==> src/rtl/ulpb_rx_fifo.sv <==
// ulpb_rx_fifo: receive-side message buffer behind the ULPB node RX port.
// Each received word is acknowledged with a 4-phase RX_REQ/RX_ACK handshake
// and written speculatively. A message becomes visible to the host only when
// its final word is accepted. Partial messages are rolled back on RX_FAIL or
// on lack of space, so the host never observes fragments.
module ulpb_rx_fifo #(
    parameter int ADDR_WIDTH = 8,
    parameter int DATA_WIDTH = 32,
    parameter int DEPTH      = 8,
    parameter int PTR_WIDTH  = 3
) (
    input  logic                  CLK_EXT,
    input  logic                  RESETn,
    input  logic [ADDR_WIDTH-1:0] RX_ADDR,
    input  logic [DATA_WIDTH-1:0] RX_DATA,
    input  logic                  RX_PEND,
    input  logic                  RX_REQ,
    input  logic                  RX_FAIL,
    output logic                  RX_ACK,
    output logic [ADDR_WIDTH-1:0] HOST_ADDR,
    output logic [DATA_WIDTH-1:0] HOST_DATA,
    output logic                  HOST_LAST,
    output logic                  HOST_VALID,
    input  logic                  HOST_RD,
    output logic [PTR_WIDTH:0]    ENTRY_CNT,
    output logic                  OVERFLOW,
    input  logic                  OVF_CLR
);

    localparam int               ENTRY_W  = ADDR_WIDTH + DATA_WIDTH + 1;
    localparam logic [PTR_WIDTH:0] LP_DEPTH = (PTR_WIDTH + 1)'(DEPTH);
    localparam logic [PTR_WIDTH:0] LP_ONE   = {{PTR_WIDTH{1'b0}}, 1'b1};

    typedef enum logic [1:0] {
        ST_IDLE     = 2'd0,
        ST_ACK_WAIT = 2'd1,
        ST_DROP     = 2'd2,
        ST_DROP_ACK = 2'd3
    } state_t;

    // Synchronizer flops for the node-side asynchronous strobes
    logic r_req_meta;
    logic r_req_sync;
    logic r_fail_meta;
    logic r_fail_sync;
    logic r_fail_sync_d;

    // FSM, pointers and status registers
    state_t             r_state;
    logic [PTR_WIDTH:0] r_wr_ptr;
    logic [PTR_WIDTH:0] r_cm_ptr;
    logic [PTR_WIDTH:0] r_rd_ptr;
    logic               r_ack;
    logic               r_ovf;
    logic               r_host_valid;
    logic [PTR_WIDTH:0] r_entry_cnt;

    // Entry storage: {addr, data, last}
    logic [ENTRY_W-1:0] r_mem [DEPTH];

    // Combinational control
    logic               w_req_s;
    logic               w_fail_e;
    logic [PTR_WIDTH:0] w_spec_cnt;
    logic               w_full;
    logic               w_pop;
    state_t             w_state_base;
    state_t             w_state_nxt;
    logic               w_wr_en;
    logic [PTR_WIDTH:0] w_wr_ptr_nxt;
    logic [PTR_WIDTH:0] w_cm_ptr_nxt;
    logic [PTR_WIDTH:0] w_rd_ptr_nxt;
    logic               w_ack_nxt;
    logic               w_ovf_set;
    logic [ENTRY_W-1:0] w_head;

    assign w_req_s    = r_req_sync;
    assign w_fail_e   = r_fail_sync & ~r_fail_sync_d;
    assign w_spec_cnt = r_wr_ptr - r_rd_ptr;
    assign w_full     = (w_spec_cnt == LP_DEPTH);
    assign w_pop      = HOST_RD & r_host_valid;
    assign w_rd_ptr_nxt = r_rd_ptr + {{PTR_WIDTH{1'b0}}, w_pop};

    // Two-flop synchronizers for RX_REQ / RX_FAIL plus a delay flop for the fail edge
    always_ff @(posedge CLK_EXT or negedge RESETn) begin
        if (!RESETn) begin
            r_req_meta    <= 1'b0;
            r_req_sync    <= 1'b0;
            r_fail_meta   <= 1'b0;
            r_fail_sync   <= 1'b0;
            r_fail_sync_d <= 1'b0;
        end else begin
            r_req_meta    <= RX_REQ;
            r_req_sync    <= r_req_meta;
            r_fail_meta   <= RX_FAIL;
            r_fail_sync   <= r_fail_meta;
            r_fail_sync_d <= r_fail_sync;
        end
    end

    // FSM state register
    always_ff @(posedge CLK_EXT or negedge RESETn) begin
        if (!RESETn) begin
            r_state <= ST_IDLE;
        end else begin
            r_state <= w_state_nxt;
        end
    end

    // Next-state logic; an abort pulls the drop states back to normal reception
    always_comb begin
        w_state_base = r_state;
        case (r_state)
            ST_IDLE: begin
                if (w_req_s) begin
                    if (w_full && RX_PEND) begin
                        w_state_base = ST_DROP_ACK;
                    end else begin
                        w_state_base = ST_ACK_WAIT;
                    end
                end else begin
                    w_state_base = ST_IDLE;
                end
            end
            ST_ACK_WAIT: begin
                if (!w_req_s) begin
                    w_state_base = ST_IDLE;
                end else begin
                    w_state_base = ST_ACK_WAIT;
                end
            end
            ST_DROP: begin
                if (w_req_s) begin
                    if (RX_PEND) begin
                        w_state_base = ST_DROP_ACK;
                    end else begin
                        w_state_base = ST_ACK_WAIT;
                    end
                end else begin
                    w_state_base = ST_DROP;
                end
            end
            ST_DROP_ACK: begin
                if (!w_req_s) begin
                    w_state_base = ST_DROP;
                end else begin
                    w_state_base = ST_DROP_ACK;
                end
            end
            default: begin
                w_state_base = ST_IDLE;
            end
        endcase

        w_state_nxt = w_state_base;
        if (w_fail_e) begin
            case (w_state_base)
                ST_DROP:     w_state_nxt = ST_IDLE;
                ST_DROP_ACK: w_state_nxt = ST_ACK_WAIT;
                default:     w_state_nxt = w_state_base;
            endcase
        end else begin
            w_state_nxt = w_state_base;
        end
    end

    // Per-state actions: store/drop the word, move pointers, drive the acknowledge
    always_comb begin
        w_wr_en      = 1'b0;
        w_wr_ptr_nxt = r_wr_ptr;
        w_cm_ptr_nxt = r_cm_ptr;
        w_ack_nxt    = r_ack;
        w_ovf_set    = 1'b0;
        case (r_state)
            ST_IDLE: begin
                if (w_req_s) begin
                    w_ack_nxt = 1'b1;
                    if (!w_full) begin
                        if (!w_fail_e) begin
                            w_wr_en      = 1'b1;
                            w_wr_ptr_nxt = r_wr_ptr + LP_ONE;
                            if (!RX_PEND) begin
                                w_cm_ptr_nxt = r_wr_ptr + LP_ONE;
                            end else begin
                                w_cm_ptr_nxt = r_cm_ptr;
                            end
                        end else begin
                            w_wr_en = 1'b0;
                        end
                    end else begin
                        w_wr_ptr_nxt = r_cm_ptr;
                        w_ovf_set    = 1'b1;
                    end
                end else begin
                    w_ack_nxt = 1'b0;
                end
            end
            ST_ACK_WAIT: begin
                if (!w_req_s) begin
                    w_ack_nxt = 1'b0;
                end else begin
                    w_ack_nxt = 1'b1;
                end
            end
            ST_DROP: begin
                if (w_req_s) begin
                    w_ack_nxt = 1'b1;
                end else begin
                    w_ack_nxt = 1'b0;
                end
            end
            ST_DROP_ACK: begin
                if (!w_req_s) begin
                    w_ack_nxt = 1'b0;
                end else begin
                    w_ack_nxt = 1'b1;
                end
            end
            default: begin
                w_ack_nxt = 1'b0;
            end
        endcase

        // An abort discards every uncommitted word of the current message
        if (w_fail_e) begin
            w_wr_ptr_nxt = r_cm_ptr;
        end else begin
            w_wr_ptr_nxt = w_wr_ptr_nxt;
        end
    end

    // Pointer, acknowledge, overflow and host-status registers
    always_ff @(posedge CLK_EXT or negedge RESETn) begin
        if (!RESETn) begin
            r_wr_ptr     <= {(PTR_WIDTH + 1){1'b0}};
            r_cm_ptr     <= {(PTR_WIDTH + 1){1'b0}};
            r_rd_ptr     <= {(PTR_WIDTH + 1){1'b0}};
            r_ack        <= 1'b0;
            r_ovf        <= 1'b0;
            r_host_valid <= 1'b0;
            r_entry_cnt  <= {(PTR_WIDTH + 1){1'b0}};
        end else begin
            r_wr_ptr     <= w_wr_ptr_nxt;
            r_cm_ptr     <= w_cm_ptr_nxt;
            r_rd_ptr     <= w_rd_ptr_nxt;
            r_ack        <= w_ack_nxt;
            r_host_valid <= (w_cm_ptr_nxt != w_rd_ptr_nxt);
            r_entry_cnt  <= w_cm_ptr_nxt - w_rd_ptr_nxt;
            if (w_ovf_set) begin
                r_ovf <= 1'b1;
            end else if (OVF_CLR) begin
                r_ovf <= 1'b0;
            end else begin
                r_ovf <= r_ovf;
            end
        end
    end

    // Entry storage write port (contents need no reset; pointers gate visibility)
    always_ff @(posedge CLK_EXT) begin
        if (w_wr_en) begin
            r_mem[r_wr_ptr[PTR_WIDTH-1:0]] <= {RX_ADDR, RX_DATA, ~RX_PEND};
        end
    end

    assign w_head     = r_mem[r_rd_ptr[PTR_WIDTH-1:0]];
    assign HOST_ADDR  = w_head[ENTRY_W-1 -: ADDR_WIDTH];
    assign HOST_DATA  = w_head[DATA_WIDTH:1];
    assign HOST_LAST  = w_head[0];
    assign HOST_VALID = r_host_valid;
    assign ENTRY_CNT  = r_entry_cnt;
    assign OVERFLOW   = r_ovf;
    assign RX_ACK     = r_ack;

endmodule
==> config.mk <==
export PLATFORM = sky130hd
export DESIGN_NAME = ulpb_rx_fifo
export DESIGN_NICKNAME = d
export VERILOG_FILES = /design/src/rtl/ulpb_rx_fifo.sv
export SDC_FILE = /design/constraint.sdc
export NUM_CORES = 1
export LEC_CHECK = 0
export ABC_CLOCK_PERIOD_IN_PS = 23600
export BUFFER_PORTS_ARGS = -buffer_cell sky130_fd_sc_hd__buf_2
export CORE_AREA = 2 2 204 156
export CTS_CLUSTER_DIAMETER = 30
export DETAILED_ROUTE_END_ITERATION = 10
export DIE_AREA = 0 0 206 158
export PLACE_DENSITY = 0.63
export SLEW_MARGIN = 10
export SYNTH_ARGS = -nofsm -noshare
export SYNTH_HDL_FRONTEND = slang
export SYNTH_SLANG_ARGS = --single-unit
==> constraint.sdc <==
create_clock -name CLK_EXT -period 23.6 [get_ports CLK_EXT]
set_clock_uncertainty 0.15 [all_clocks]
set_input_delay 2.36 -clock CLK_EXT [delete_from_list [all_inputs] [get_ports CLK_EXT]]
set_output_delay 2.36 -clock CLK_EXT [all_outputs]
set_load 0.1 [all_outputs]
==> results.txt <==
----------------------------------------------------
[Run status]
  Result of the run ... finished, final reports clean

[Setup path]
  Top cell by count, worst path ... sky130_fd_sc_hd__nand2_1
  WP data arrival ... 3.44 ns
  Worst Setup Start Kind ... register
  Nature of the critical path endpoint ... primary output
  Required time of the critical path ... 21.09 ns
  Count of buffer and inverter cells on the critical path ... 2
  Worst setup path startpoint ... r_rd_ptr[0]
  Number of cells on the worst reg-to-reg path ... 9
  Reg2reg setup slack ... 18.59 ns
  Critical-path maximum fanout ... 46
  Max stage delay on crit path ... 0.99 ns
  Crit path max-delay family ... buffers and inverters
  Cell Chain, Critical Path ... buf_4, mux4_2, nand2_1, nand2_1, buf_2
  Beginning of the worst register-to-register path ... r_rd_ptr[2]
  Capture instance of the worst register-to-register path ... r_mem[2][14]
  Critical path's slowest cell ... sky130_fd_sc_hd__dfrtp_4
  WS Path Type ... register to primary output

[STA]
  Final hold slack ... 0.193 ns
  Highest attainable clock frequency ... 0.168 GHz
  Final number of hold-violating endpoints ... 0
  Worst slew margin ... 27.9%
  Total Neg Setup Slack ... 0 ns
  Fin crit period ... 5.95 ns
  Final worst path period share ... 25.2%
  Worst Tran Pin Value ... 1.08 ns
  Unrepaired setup endpoints after global routing ... false
  Number of failing setup endpoints in the final timing report ... 0
  Count of pins over their slew limit ... 0

[CTS]
  Clk pin slew, worst setup/hold paths ... 0.05 ns
  CTS Hold Buffers Added ... 0
  Later-pin clock latency in the skew report ... 0.55 ns
  Post-cts gate resize count ... 0
  Maximum buffer depth of the clock tree ... 3
  Root Buffer ... sky130_fd_sc_hd__clkbuf_16
  CTS buffer count ... 56
  Total number of H-tree levels ... 2
  TritonCTS clock tree ... built
  Number of buffers added for setup after CTS ... 0
  Clock sink total ... 354

[Synth]
  Largest area contributor in the netlist ... sky130_fd_sc_hd__edfxtp_1
  Async SR Flop Fraction ... 7.34%
  Compound-Gate Fraction of Synth Area ... 1.12%
  Combinational family with the most area after synthesis ... multiplexers
  Number of synthesis warnings ... 0
  Post-synthesis cell count ... 683
  Mux share of post-synthesis cell area ... 13.8%
  Area share of the largest cell type after synthesis ... 72.5%
  Number of nets produced by synthesis ... 740
  XOR/XNOR Fraction of Synth Area ... 0.635%
  Sequential-to-total area share from yosys stat ... 77.2%
  Post-synthesis register bit count ... 354
  Fraction of the mapped netlist area in adder cells ... 0.976%
  Synthesized area divided by synthesized cell count ... 19.9 µm²
  Count of different cell masters after synthesis ... 40
  Top flip-flop cell by instance count after synthesis ... sky130_fd_sc_hd__edfxtp_1
  Synthesized cell area ... 13600 µm²
  Number of synthesized flops with an enable pin ... 328
  Leading cell types by total area after synthesis ... sky130_fd_sc_hd__edfxtp_1 72%, sky130_fd_sc_hd__mux4_2 14%, sky130_fd_sc_hd__dfrtp_1 4.8%
  Post-synthesis simple-gate area fraction ... 5.03%

[Routing]
  Final antenna-violating net count ... 0
  DRC violation total after the first TritonRoute iteration ... 375
  DRT Pass-1 Iters ... 5
  Detailed-route wire length per cell ... 22.1 µm
  Number of DRC violations after detailed routing ... 0
  Number of vias per cell after detailed routing ... 5.28
  Wire length after detailed routing ... 28000 µm
  Via count ... 6691

[Place]
  # placed instances ... 1160
  Port Buffer Count ... 94
  Routability Congestion ... 0.717
  Detailed Place HPWL ... 14700 µm

[Finish]
  Final net count ... 869
  Fin cells ... 1267
  Utilization after layout ... 53.9%
  Share of layout cells above drive strength 1 ... 34.5%
  Most frequent cells in the layout ... 328 x sky130_fd_sc_hd__edfxtp_1, 128 x sky130_fd_sc_hd__nand2_1, 94 x sky130_fd_sc_hd__buf_2, 82 x sky130_fd_sc_hd__mux4_2, 57 x sky130_fd_sc_hd__clkbuf_16
  Area delta synth->final ... 21.6%
  Commonest non-fill, non-tap cell in the layout ... sky130_fd_sc_hd__edfxtp_1

[Hold path]
  Min-delay src ... r_fail_meta
  Classification of the worst-slack hold path ... register to register
  End of the worst hold path ... r_fail_sync
  Cells on Worst Hold Path ... 0

[Die]
  Number of cell rows ... 56
  Area inside the core boundary ... 30700 µm²
  Die Y ... 158 µm
  Starting utilization of the core area ... 44.3%
  Number of top-level design ports ... 95
  Die Width ... 206 µm
  Area of the die ... 32500 µm²

[GRT]
  Global-route met2 utilization ... 28.9%
  Antenna violations before repair ... 5
  Routing usage on met3 ... 4.32%
  Most used routing layer ... met2
  Maximum number of pins on one net before global-route repair ... 66
  Global-route wire length before repair ... 42400 µm
  Total GRT Usage ... 17.8%
  Overflow after GRT ... 0
  Global-route track usage on met1 ... 24.1%
  Vias in the first global route ... 7119

[Job]
  Max-cap violation count ... 0

----------------------------------------------------
## sequential cells by signal, indices dropped and copies added (netlist names), 2 cells and up
name       count
r_cm_ptr       4
r_mem        328
r_state        2
ENTRY_CNT      4
r_wr_ptr       4
r_rd_ptr       4
## cell type report
class,count,area [µm²]
antenna,5,12.5
clock buffer,59,1430
clock inverter,43,513
fill,2408,14200
inverter,8,30.0
multi-input combinational,287,2980
sequential,354,10500
tap,406,508
timing repair buffer,105,553
## cell families (layout without fill, tap and decap cells)
| kind of cell | after synthesis | in the layout |
|---|---|---|
| other cells | 0 | 5 |
| simple gates | 160 | 160 |
| flops | 354 | 354 |
| fa+ha+maj | 10 | 10 |
| buf+inv | 42 | 215 |
| compound gates | 24 | 24 |
| xor+xnor | 9 | 9 |
| mux | 84 | 84 |
## layer usage
metal  vias up  part of all wire [%]
met5         -                 0.046
met4         2                   2.0
met3        46                   5.9
met2       177                    49
met1      3471                    43
li1       2995                     -
## worst max-delay path by stage
stage / cells after the start / slack (ns) / to
after global placement: 5 / 18.10 / HOST_DATA[3]
final: 5 / 17.65 / HOST_DATA[0]
after CTS: 5 / 17.48 / HOST_DATA[0]
after floorplan: 10 / 16.12 / r_mem[2][0]
after detailed placement: 5 / 18.05 / HOST_DATA[0]
after global routing: 5 / 17.33 / HOST_DATA[0]
## through the flow
stage,area (µm²),setup slack (ns)
5_1_grt,16500,17.33
3_5_place_dp,14600,18.05
4_1_cts,16500,17.48
2_1_floorplan,13600,16.12
3_3_place_gp,14600,18.10
6_report,16500,17.65
## Yosys cell counts, types with 5 or more instances
cell type,count
sky130_fd_sc_hd__a21oi_1,6
sky130_fd_sc_hd__buf_1,10
sky130_fd_sc_hd__buf_2,6
sky130_fd_sc_hd__clkbuf_1,18
sky130_fd_sc_hd__dfrtp_1,26
sky130_fd_sc_hd__edfxtp_1,328
sky130_fd_sc_hd__ha_1,9
sky130_fd_sc_hd__inv_1,7
sky130_fd_sc_hd__mux4_2,82
sky130_fd_sc_hd__nand2_1,128
sky130_fd_sc_hd__nor2b_1,5
sky130_fd_sc_hd__o21ai_0,7
sky130_fd_sc_hd__xnor2_1,5
Power is not shown: default switching activity piles up to over one toggle a cycle in this logic, so the estimate is an artifact.
